==> config.mk <==
export PLATFORM = sky130hd
export DESIGN_NAME = ps2_rx_decoder
export DESIGN_NICKNAME = d
export VERILOG_FILES = /design/src/rtl/ps2_pkg.sv /design/src/rtl/ps2_clk_filter.sv /design/src/rtl/ps2_rx_decoder.sv
export SDC_FILE = /design/constraint.sdc
export NUM_CORES = 1
export LEC_CHECK = 0
export BUFFER_PORTS_ARGS = -buffer_cell sky130_fd_sc_hd__buf_2
export CAP_MARGIN = 5
export CORE_UTILIZATION = 56
export CTS_CLUSTER_SIZE = 16
export DETAILED_ROUTE_END_ITERATION = 10
export MAX_ROUTING_LAYER = met4
export PLACE_DENSITY = 0.82
export SLEW_MARGIN = 15
export SYNTH_ARGS = -nofsm -noshare
export SYNTH_HDL_FRONTEND = slang
export SYNTH_SLANG_ARGS = --single-unit
==> constraint.sdc <==
create_clock -name clock -period 2.9 [get_ports clock]
set_input_delay 0.435 -clock clock [delete_from_list [all_inputs] [get_ports clock]]
set_output_delay 0.435 -clock clock [all_outputs]
set_load 0.02 [all_outputs]
==> src/rtl/ps2_pkg.sv <==
// Shared PS/2 definitions: receiver FSM states, protocol bytes, scan codes used by keyboard_input.
// Latency: n/a (types and constants only).
// Backpressure: n/a.
package ps2_pkg;

  typedef enum logic [1:0] {
    IDLE   = 2'd0,
    DATA   = 2'd1,
    PARITY = 2'd2,
    STOP   = 2'd3
  } ps2_state_e;

  localparam logic [7:0] PS2_BREAK = 8'hF0;
  localparam logic [7:0] PS2_EXT   = 8'hE0;

  // Set-2 make codes consumed by keyboard_input
  localparam logic [7:0] KEY_A = 8'h1C;
  localparam logic [7:0] KEY_B = 8'h32;
  localparam logic [7:0] KEY_C = 8'h21;
  localparam logic [7:0] KEY_D = 8'h23;
  localparam logic [7:0] KEY_E = 8'h24;
  localparam logic [7:0] KEY_F = 8'h2B;
  localparam logic [7:0] KEY_G = 8'h34;
  localparam logic [7:0] KEY_H = 8'h33;
  localparam logic [7:0] KEY_1 = 8'h16;
  localparam logic [7:0] KEY_2 = 8'h1E;
  localparam logic [7:0] KEY_3 = 8'h26;
  localparam logic [7:0] KEY_4 = 8'h25;
  localparam logic [7:0] KEY_5 = 8'h2E;
  localparam logic [7:0] KEY_6 = 8'h36;
  localparam logic [7:0] KEY_7 = 8'h3D;
  localparam logic [7:0] KEY_8 = 8'h3E;
  localparam logic [7:0] KEY_R = 8'h2D;
  // Arrow keys arrive behind an E0 prefix
  localparam logic [7:0] KEY_UP    = 8'h75;
  localparam logic [7:0] KEY_DOWN  = 8'h72;
  localparam logic [7:0] KEY_LEFT  = 8'h6B;
  localparam logic [7:0] KEY_RIGHT = 8'h74;

  // PS/2 uses odd parity over the 8 data bits plus the parity bit
  function automatic logic frame_parity_ok(input logic [7:0] data, input logic par);
    return ^{data, par};
  endfunction

endpackage

==> src/rtl/ps2_clk_filter.sv <==
// Synchronises and debounces the raw PS/2 clock pin, emitting a pulse on each filtered falling edge.
// Latency: pin edge to fall_edge_o is 2 sync cycles + FILTER_LEN cycles.
// Backpressure: none; fall_edge_o is a single-cycle pulse that is not held.
//
// Ports: clock/reset_n (async active-low), pin_i raw async pin, fall_edge_o one-cycle pulse.
module ps2_clk_filter #(
  parameter int FILTER_LEN = 8
) (
  input  logic clock,
  input  logic reset_n,
  input  logic pin_i,
  output logic fall_edge_o
);

  localparam int CW = (FILTER_LEN > 1) ? $clog2(FILTER_LEN) : 1;
  localparam logic [CW-1:0] CNT_MAX = CW'(FILTER_LEN - 1);

  logic [1:0]    sync_q;
  logic [CW-1:0] cnt_q, cnt_d;
  logic          filt_q, filt_d;
  logic          fall_q, fall_d;

  // Count consecutive samples that disagree with the filtered level; any
  // agreeing sample restarts the count, so pulses shorter than FILTER_LEN vanish.
  always_comb begin
    cnt_d  = cnt_q;
    filt_d = filt_q;
    if (sync_q[1] == filt_q) begin
      cnt_d = '0;
    end else if (cnt_q == CNT_MAX) begin
      cnt_d  = '0;
      filt_d = sync_q[1];
    end else begin
      cnt_d = cnt_q + 1'b1;
    end
    fall_d = filt_q & ~filt_d;
  end

  // Line idles high, so reset the synchroniser and filter high to avoid a false edge.
  always_ff @(posedge clock or negedge reset_n) begin
    if (!reset_n) begin
      sync_q <= 2'b11;
      cnt_q  <= '0;
      filt_q <= 1'b1;
      fall_q <= 1'b0;
    end else begin
      sync_q <= {sync_q[0], pin_i};
      cnt_q  <= cnt_d;
      filt_q <= filt_d;
      fall_q <= fall_d;
    end
  end

  assign fall_edge_o = fall_q;

endmodule

==> src/rtl/ps2_rx_decoder.sv <==
// Deserialises PS/2 device frames into checked scan-code bytes with current/previous byte history.
// Latency: outputs update one cycle after the filtered stop-bit edge (pin + 2 + FILTER_LEN + 1).
// Backpressure: none; strobes are single-cycle and the consumer must sample them when they fire.
//
// Ports: clock, reset_n (async active-low), ps2_clk/ps2_dat raw pins;
//        ps2_key_data/ps2_out current/previous byte, ps2_key_pressed/key_release/frame_err strobes,
//        key_extended level (previous byte was E0).
module ps2_rx_decoder
  import ps2_pkg::*;
#(
  parameter int FILTER_LEN     = 8,
  parameter int TIMEOUT_CYCLES = 50000
) (
  input  logic       clock,
  input  logic       reset_n,
  input  logic       ps2_clk,
  input  logic       ps2_dat,
  output logic [7:0] ps2_key_data,
  output logic       ps2_key_pressed,
  output logic [7:0] ps2_out,
  output logic       key_release,
  output logic       key_extended,
  output logic       frame_err
);

  localparam int TW = $clog2(TIMEOUT_CYCLES);
  localparam logic [TW-1:0] TMAX = TW'(TIMEOUT_CYCLES - 1);

  logic       fall_edge;
  logic [1:0] dat_sync_q;
  logic       dat;

  ps2_state_e    state_q, state_d;
  logic [2:0]    bitcnt_q, bitcnt_d;
  logic [7:0]    shift_q, shift_d;
  logic          par_q, par_d;
  logic [TW-1:0] tout_q, tout_d;
  logic          frame_ok, frame_bad;

  logic [7:0] key_data_q, out_q;
  logic       pressed_q, release_q, ext_q, err_q;

  ps2_clk_filter #(.FILTER_LEN(FILTER_LEN)) u_clk_filter (
    .clock       (clock),
    .reset_n     (reset_n),
    .pin_i       (ps2_clk),
    .fall_edge_o (fall_edge)
  );

  // Data needs no debounce: the device holds it stable long before the clock falls.
  assign dat = dat_sync_q[1];

  always_comb begin
    state_d   = state_q;
    bitcnt_d  = bitcnt_q;
    shift_d   = shift_q;
    par_d     = par_q;
    tout_d    = (state_q == IDLE) ? '0 : ((tout_q == TMAX) ? tout_q : tout_q + 1'b1);
    frame_ok  = 1'b0;
    frame_bad = 1'b0;

    case (state_q)
      IDLE: begin
        if (fall_edge && !dat) begin
          state_d  = DATA;
          bitcnt_d = '0;
        end
      end
      DATA: begin
        if (fall_edge) begin
          shift_d  = {dat, shift_q[7:1]};
          bitcnt_d = bitcnt_q + 1'b1;
          if (bitcnt_q == 3'd7) state_d = PARITY;
        end
      end
      PARITY: begin
        if (fall_edge) begin
          par_d   = dat;
          state_d = STOP;
        end
      end
      STOP: begin
        if (fall_edge) begin
          state_d = IDLE;
          if (dat && frame_parity_ok(shift_q, par_q)) frame_ok  = 1'b1;
          else                                        frame_bad = 1'b1;
        end
      end
      default: state_d = IDLE;
    endcase

    // An edge always wins over the timeout, so a stop-bit edge can never
    // coincide with a timeout error.
    if (fall_edge) begin
      tout_d = '0;
    end else if (state_q != IDLE && tout_q == TMAX) begin
      state_d   = IDLE;
      tout_d    = '0;
      frame_bad = 1'b1;
    end
  end

  always_ff @(posedge clock or negedge reset_n) begin
    if (!reset_n) begin
      dat_sync_q <= 2'b11;
      state_q    <= IDLE;
      bitcnt_q   <= '0;
      shift_q    <= '0;
      par_q      <= 1'b0;
      tout_q     <= '0;
    end else begin
      dat_sync_q <= {dat_sync_q[0], ps2_dat};
      state_q    <= state_d;
      bitcnt_q   <= bitcnt_d;
      shift_q    <= shift_d;
      par_q      <= par_d;
      tout_q     <= tout_d;
    end
  end

  // Byte history and strobes; history only moves on a good frame.
  always_ff @(posedge clock or negedge reset_n) begin
    if (!reset_n) begin
      key_data_q <= '0;
      out_q      <= '0;
      pressed_q  <= 1'b0;
      release_q  <= 1'b0;
      ext_q      <= 1'b0;
      err_q      <= 1'b0;
    end else begin
      pressed_q <= frame_ok;
      release_q <= frame_ok && (key_data_q == PS2_BREAK) && (shift_q != PS2_BREAK);
      err_q     <= frame_bad;
      if (frame_ok) begin
        out_q      <= key_data_q;
        key_data_q <= shift_q;
        ext_q      <= (key_data_q == PS2_EXT);
      end
    end
  end

  assign ps2_key_data    = key_data_q;
  assign ps2_out         = out_q;
  assign ps2_key_pressed = pressed_q;
  assign key_release     = release_q;
  assign key_extended    = ext_q;
  assign frame_err       = err_q;

endmodule
; ---- Yosys cells after proc, flatten, opt, wreduce, memory -nomap -nowiden
; Index checks and enable logic that the tools add are counted.
[op_classes]
addsub = 3
n_div = 0
bitwise = 2
mul = 0
order_cmp = 0
eq_ne = 13
n_mux = 27
n_shift = 0
reduce_logical = 13
[ops]
columns = operator, n
row1 = 16-bit two-way mux, 4
row2 = "16-bit by 1-bit adder with 16-bit output, second input constant", 1
row3 = "16-bit equality test, second input constant", 1
row4 = "8-bit equality test, second input constant", 2
row5 = 2-bit two-way mux, 7
row6 = 3-bit two-way mux, 4
row7 = 1-bit two-way mux, 10
row8 = 9-bit parity, 1
row9 = "8-bit != test, second input constant", 1
row10 = 2-bit case mux with 4 select lines, 1
row11 = "3-bit by 1-bit adder with 3-bit output, second input constant", 2
row12 = "3-bit equality test, second input constant", 2
row13 = 3-bit case mux with 2 select lines, 1
row14 = 1-bit logical AND, 5
row15 = "2-bit equality test, second input constant", 2
row16 = "2-bit by 1-bit != test with 1-bit output, second input constant", 2
row17 = "4-bit by 2-bit != test with 1-bit output, second input constant", 1
row18 = 2-bit AND reduction, 2
row19 = 2-bit nonzero test, 2
row20 = 3-bit AND reduction, 1
row21 = "2-bit by 1-bit equality test with 1-bit output, second input constant", 1
row22 = 2-bit logical NOT, 1
row23 = 1-bit AND, 1
row24 = 1-bit equality test, 1
row25 = 2 further kinds, 2
[totals]
mem_bits_ro = 0
latch_bits = 0
memories = 0
ram_bits = 0
ff_bits = 59
out_inout_bits = 20

; ---- Longest topological paths before layout
[logic_depth]
word_depth = 7
ltp_mapped = 6
ltp_nobuf = 5

; ---- Hierarchy
; A second synthesis with hierarchy kept.
[hier_totals]
cells_unflattened = 222
area_unflattened_um2 = 2633.8
[by_module_without_submodules]
columns = mod, n_inst, area_per_inst_um2, cells_per_inst
row1 = ps2_rx_decoder, 1, 2374.8, 207
row2 = ps2_clk_filter, 1, 259.0, 15

; ---- Worst setup path before layout
; OpenSTA, ideal clock, no wires.
[synth_timing]
kind = register -> register
from = register shift_q[2]
to = register ext_q (netlist: key_extended)
period_less_slack_ps = 1982
n_path_buf = 1
stages_incl_launch_ff = 6
t_arrival_ps = 1857
path_slack_ps = 918
setup_time_ps = 125
cell_sequence = dfrtp_1 -> xor2_1 -> xnor3_2 -> mux2i_4 -> buf_12 -> mux2_4
[synth_via]
elab_chain_cells = 5
[synth_lines]
columns = item, line
row1 = from (decl), ps2_rx_decoder.sv:35  ; logic [7:0] shift_q, shift_d;
row2 = from (signal assigned), ps2_rx_decoder.sv:115  ; shift_q <= shift_d;
row3 = 9-bit parity, ps2_pkg.sv:42  ; return ^{data, par};
row4 = 1-bit logical AND, ps2_rx_decoder.sv:85  ; if (dat && frame_parity_ok(shift_q, par_q)) frame_ok = 1'b1;
row5 = 1-bit two-way mux, ps2_rx_decoder.sv:85
row6 = 1-bit two-way mux, ps2_rx_decoder.sv:83  ; if (fall_edge) begin
row7 = 1-bit two-way mux, ps2_rx_decoder.sv:62  ; case (state_q)
row8 = to (signal assigned), ps2_rx_decoder.sv:137  ; ext_q <= (key_data_q == PS2_EXT);
row9 = to (decl), ps2_rx_decoder.sv:41  ; logic pressed_q, release_q, ext_q, err_q;
; Every way passes these cells.
; A chain may end at the register's enable or synchronous reset.

; ---- Final worst setup path
[layout_timing]
from = register shift_q[6]
to = register key_data_q[1] (netlist: ps2_key_data[1])
[layout_via]
elab_chain_cells = 5
[layout_lines]
columns = item, line
row1 = 9-bit parity, ps2_pkg.sv:42
row2 = 1-bit logical AND, ps2_rx_decoder.sv:85
row3 = 1-bit two-way mux, ps2_rx_decoder.sv:85
row4 = 1-bit two-way mux, ps2_rx_decoder.sv:83
row5 = 1-bit two-way mux, ps2_rx_decoder.sv:62
row6 = to (signal assigned), ps2_rx_decoder.sv:136  ; key_data_q <= shift_q;
row7 = to (decl), ps2_rx_decoder.sv:40  ; logic [7:0] key_data_q, out_q;
; Every way passes these cells.

==> impl_metrics.py <==
metrics = {
    "outcome": {
        "outcome": "complete, but fails checks",
        "violations": "DRC",
    },
    "clocking": {
        "cts_max_level": 3,
        "clkLatencyLatePin_ns": 0.33,
        "cts-root-buf": "clkbuf_8",
        "cts_resized": 0,
        "path_clk_slew_ns": 0.06,
        "clock_path_buffers": 2,
        "post-cts-setup-buffers": 0,
        "cts_sinks": 59,
        "cts_tree": "built",
        "cts_buffers": 9,
        "cts_hold_buffers": 0,
    },
    "route": {
        "post_drt_wl_per_cell_um": 14.8,
        "drt_first_pass_iters": 7,
        "drcViolationCount": 13,
        "postRouteAntennaNets": 0,
        "viasPerCell": 5.61,
        "vias": 1654,
        "drt_iter0_drc": 83,
        "drt_wl_total_mm": 4.38,
    },
    "placement": {
        "port_buffers": 23,
        "place_inst": 280,
        "hpwl_mm": 2.84,
        "postPlaceCellArea_mm2": 0.00281,
        "gp_congestion": 0.874,
    },
    "timing": {
        "period_share": 0.730,
        "rsz0062_at_grt": "false",
        "worst_pin_slew_ns": 0.703,
        "fmaxAchievable_ghz": 0.473,
        "finalSetupTns_ns": 0,
        "hold_viol": 0,
        "period_needed_ns": 2.12,
        "fin_skew_ns": 0.00432,
        "relSlewSlack": 0.531,
        "setup_violations": 0,
        "final_max_slew_viol_count": 0,
    },
    "layout": {
        "nets": 248,
        "multiInputGateArea_mm2": 0.00110,
        "finalInstanceArea_mm2": 0.00297,
        "antenna_cells": 0,
        "post-route-util": 0.669,
        "final-seq-area_mm2": 0.00148,
        "fillers": 330,
        "syn2layout_area_growth_pct": 12.2,
        "drive_above_1_share": 0.313,
        "final_cells": 295,
    },
    "logic_synthesis": {
        "yosysUniqueCellTypes": 43,
        "postSynthCellCount": 206,
        "synth_area_leaders": "dfrtp_1 51%, mux2_2 7.2%, dfstp_2 5.0%",
        "synth_edf_count": 0,
        "synthTopCellsByCount": "54 x dfrtp_1, 18 x nor2_1, 17 x mux2_2",
        "synth_seq_cells": 59,
        "post-synth-top-count-cell": "dfrtp_1",
        "syn_nets": 215,
        "async_reset_ff_frac": 1.00,
        "yosysSeqAreaShare": 0.560,
        "synth_top_flop_cell": "dfrtp_1",
        "syn_avg_cell_area_um2": 12.9,
        "synthDominantCellAreaShare": 0.510,
        "synth_area_mm2": 0.00265,
        "synth_warnings": 0,
        "synth_area_leader_cell": "dfrtp_1",
    },
    "setup_path": {
        "rr_worst_depth": 5,
        "startpoint_type": "flip-flop",
        "r2r_end": "ps2_key_data[1]",
        "crit_arrival_ns": 2.34,
        "r2r-start": "shift_q[6]",
        "critical_path_peak_fanout": 19,
        "ff2ff_setup_slack_ns": 0.78,
        "cp.required_ns": 3.12,
        "path_class": "flip-flop to flip-flop",
        "cp-end-kind": "flip-flop",
    },
    "power_and_ir_drop": {
        "leakage_nw": 1.44,
        "ir_drop_uv": 317,
        "power.density_mw_per_mm2": 523,
    },
    "floorplanning": {
        "rows": 24,
        "design.core.area_mm2": 0.00444,
        "ios": 24,
        "initial_core_util": 0.596,
        "die_h_um": 70.8,
        "die_w_um": 70.8,
        "dieArea_mm2": 0.00501,
    },
    "global_routing": {
        "grt_overflow": 0,
        "grt_usage": 0.215,
        "grt_max_degree": 60,
        "grt_pass1_wl_mm": 7.73,
        "antenna_found_initial": 0,
        "grt_pass1_vias": 1655,
    },
    "worst_hold_path": {
        "holdPathEnd": "dat_sync_q[0]",
        "hold_path.class": "primary input to flip-flop",
        "min_path_cells": 1,
        "min-delay-start": "ps2_dat",
    },
    "flow_run": {
        "cap_violations": 0,
    },
}
[cell families (layout without fill, tap and decap cells)]
group | Yosys count | after routing | synth area share
adders and majority gates | 5 | 5 | 0.0236
DFF | 59 | 59 | 0.560
buffers and inverters | 11 | 48 | 0.0232
muxes | 26 | 26 | 0.126
and+or+nand+nor | 67 | 67 | 0.146
AOI/OAI and AO/OA | 20 | 20 | 0.0506
xor gates and xnor gates | 18 | 18 | 0.0704
[per-layer routing]
metal  global-route usage  share of wire
met5                    -              0
met4                0.131          0.029
met3               0.0598          0.041
met2                0.342           0.48
met1                0.243           0.45
[per-stage QoR]
stage / hold slack (ns) / total power [mW] / worst slack, ns
2_1_floorplan: 0.139 / 0.918 / 0.918
4_1_cts: 0.186 / 1.57 / 0.768
3_3_place_gp: 0.346 / 0.942 / 0.856
3_5_place_dp: 0.347 / 0.948 / 0.822
6_report: 0.199 / 1.55 / 0.784
5_1_grt: 0.175 / 1.62 / 0.732
[registers in the layout (all words and copies together) (netlist names), 2 cells and up]
| register | count |
|---|---|
| tout_q | 16 |
| ps2_key_data | 8 |
| ps2_out | 8 |
| shift_q | 8 |
| bitcnt_q | 3 |
| u_clk_filter.cnt_q | 3 |
| dat_sync_q | 2 |
| state_q | 2 |
| u_clk_filter.sync_q | 2 |
[final cells by class]
cell class | instances | area share
multi-input cells | 136 | 0.371
flip-flops and latches | 59 | 0.499
repair buffers | 25 | 0.0438
clock inverters | 3 | 0.00505
well taps | 52 | 0.0219
clock buffers | 12 | 0.0488
inverters | 8 | 0.0101
[worst max-delay path by stage]
stage | startpoint | to
finish | shift_q[6] | ps2_key_data[1]
floorplan | shift_q[2] | key_extended
global placement | shift_q[2] | ps2_out[6]
CTS | shift_q[6] | ps2_out[2]
detailed placement | tout_q[7] | tout_q[9]
global route | shift_q[6] | ps2_key_data[1]
[critical path, stage by stage, from the launching register on]
cell	delay (ns)
dfrtp_1	0.42
xnor2_1	0.29
xnor3_2	0.45
mux2i_4	0.17
buf_4	0.30
mux2_2	0.37
[cell usage in the layout (no fill, tap or decap), types with 2 or more instances in the layout]
cell type	netlist	final
clkbuf_8	0	10
nand2_1	10	10
or3_1	2	2
dfrtp_1	54	54
buf_2	0	23
or4_1	2	2
dfstp_2	5	5
mux2_2	17	17
nand4b_1	2	2
and4_1	2	2
nand4_1	5	5
clkinv_2	0	3
buf_4	1	2
nor2_1	18	18
ha_1	5	5
xnor2_1	10	10
a32o_1	2	2
inv_1	8	8
nor2b_1	3	3
a21oi_1	3	3
nand3_1	8	8
nor3_1	4	4
o21ai_0	10	10
xor2_1	6	6
mux2_4	8	8
clkbuf_1	1	2
[power by group]
part	internal (mW)	switching [mW]	total, mW
logic	0.0261	0.0347	0.0608
registers	0.855	0.0153	0.871
clock network	0.324	0.298	0.622
total	1.21	0.348	1.55
(Power assumes the default switching activity.)
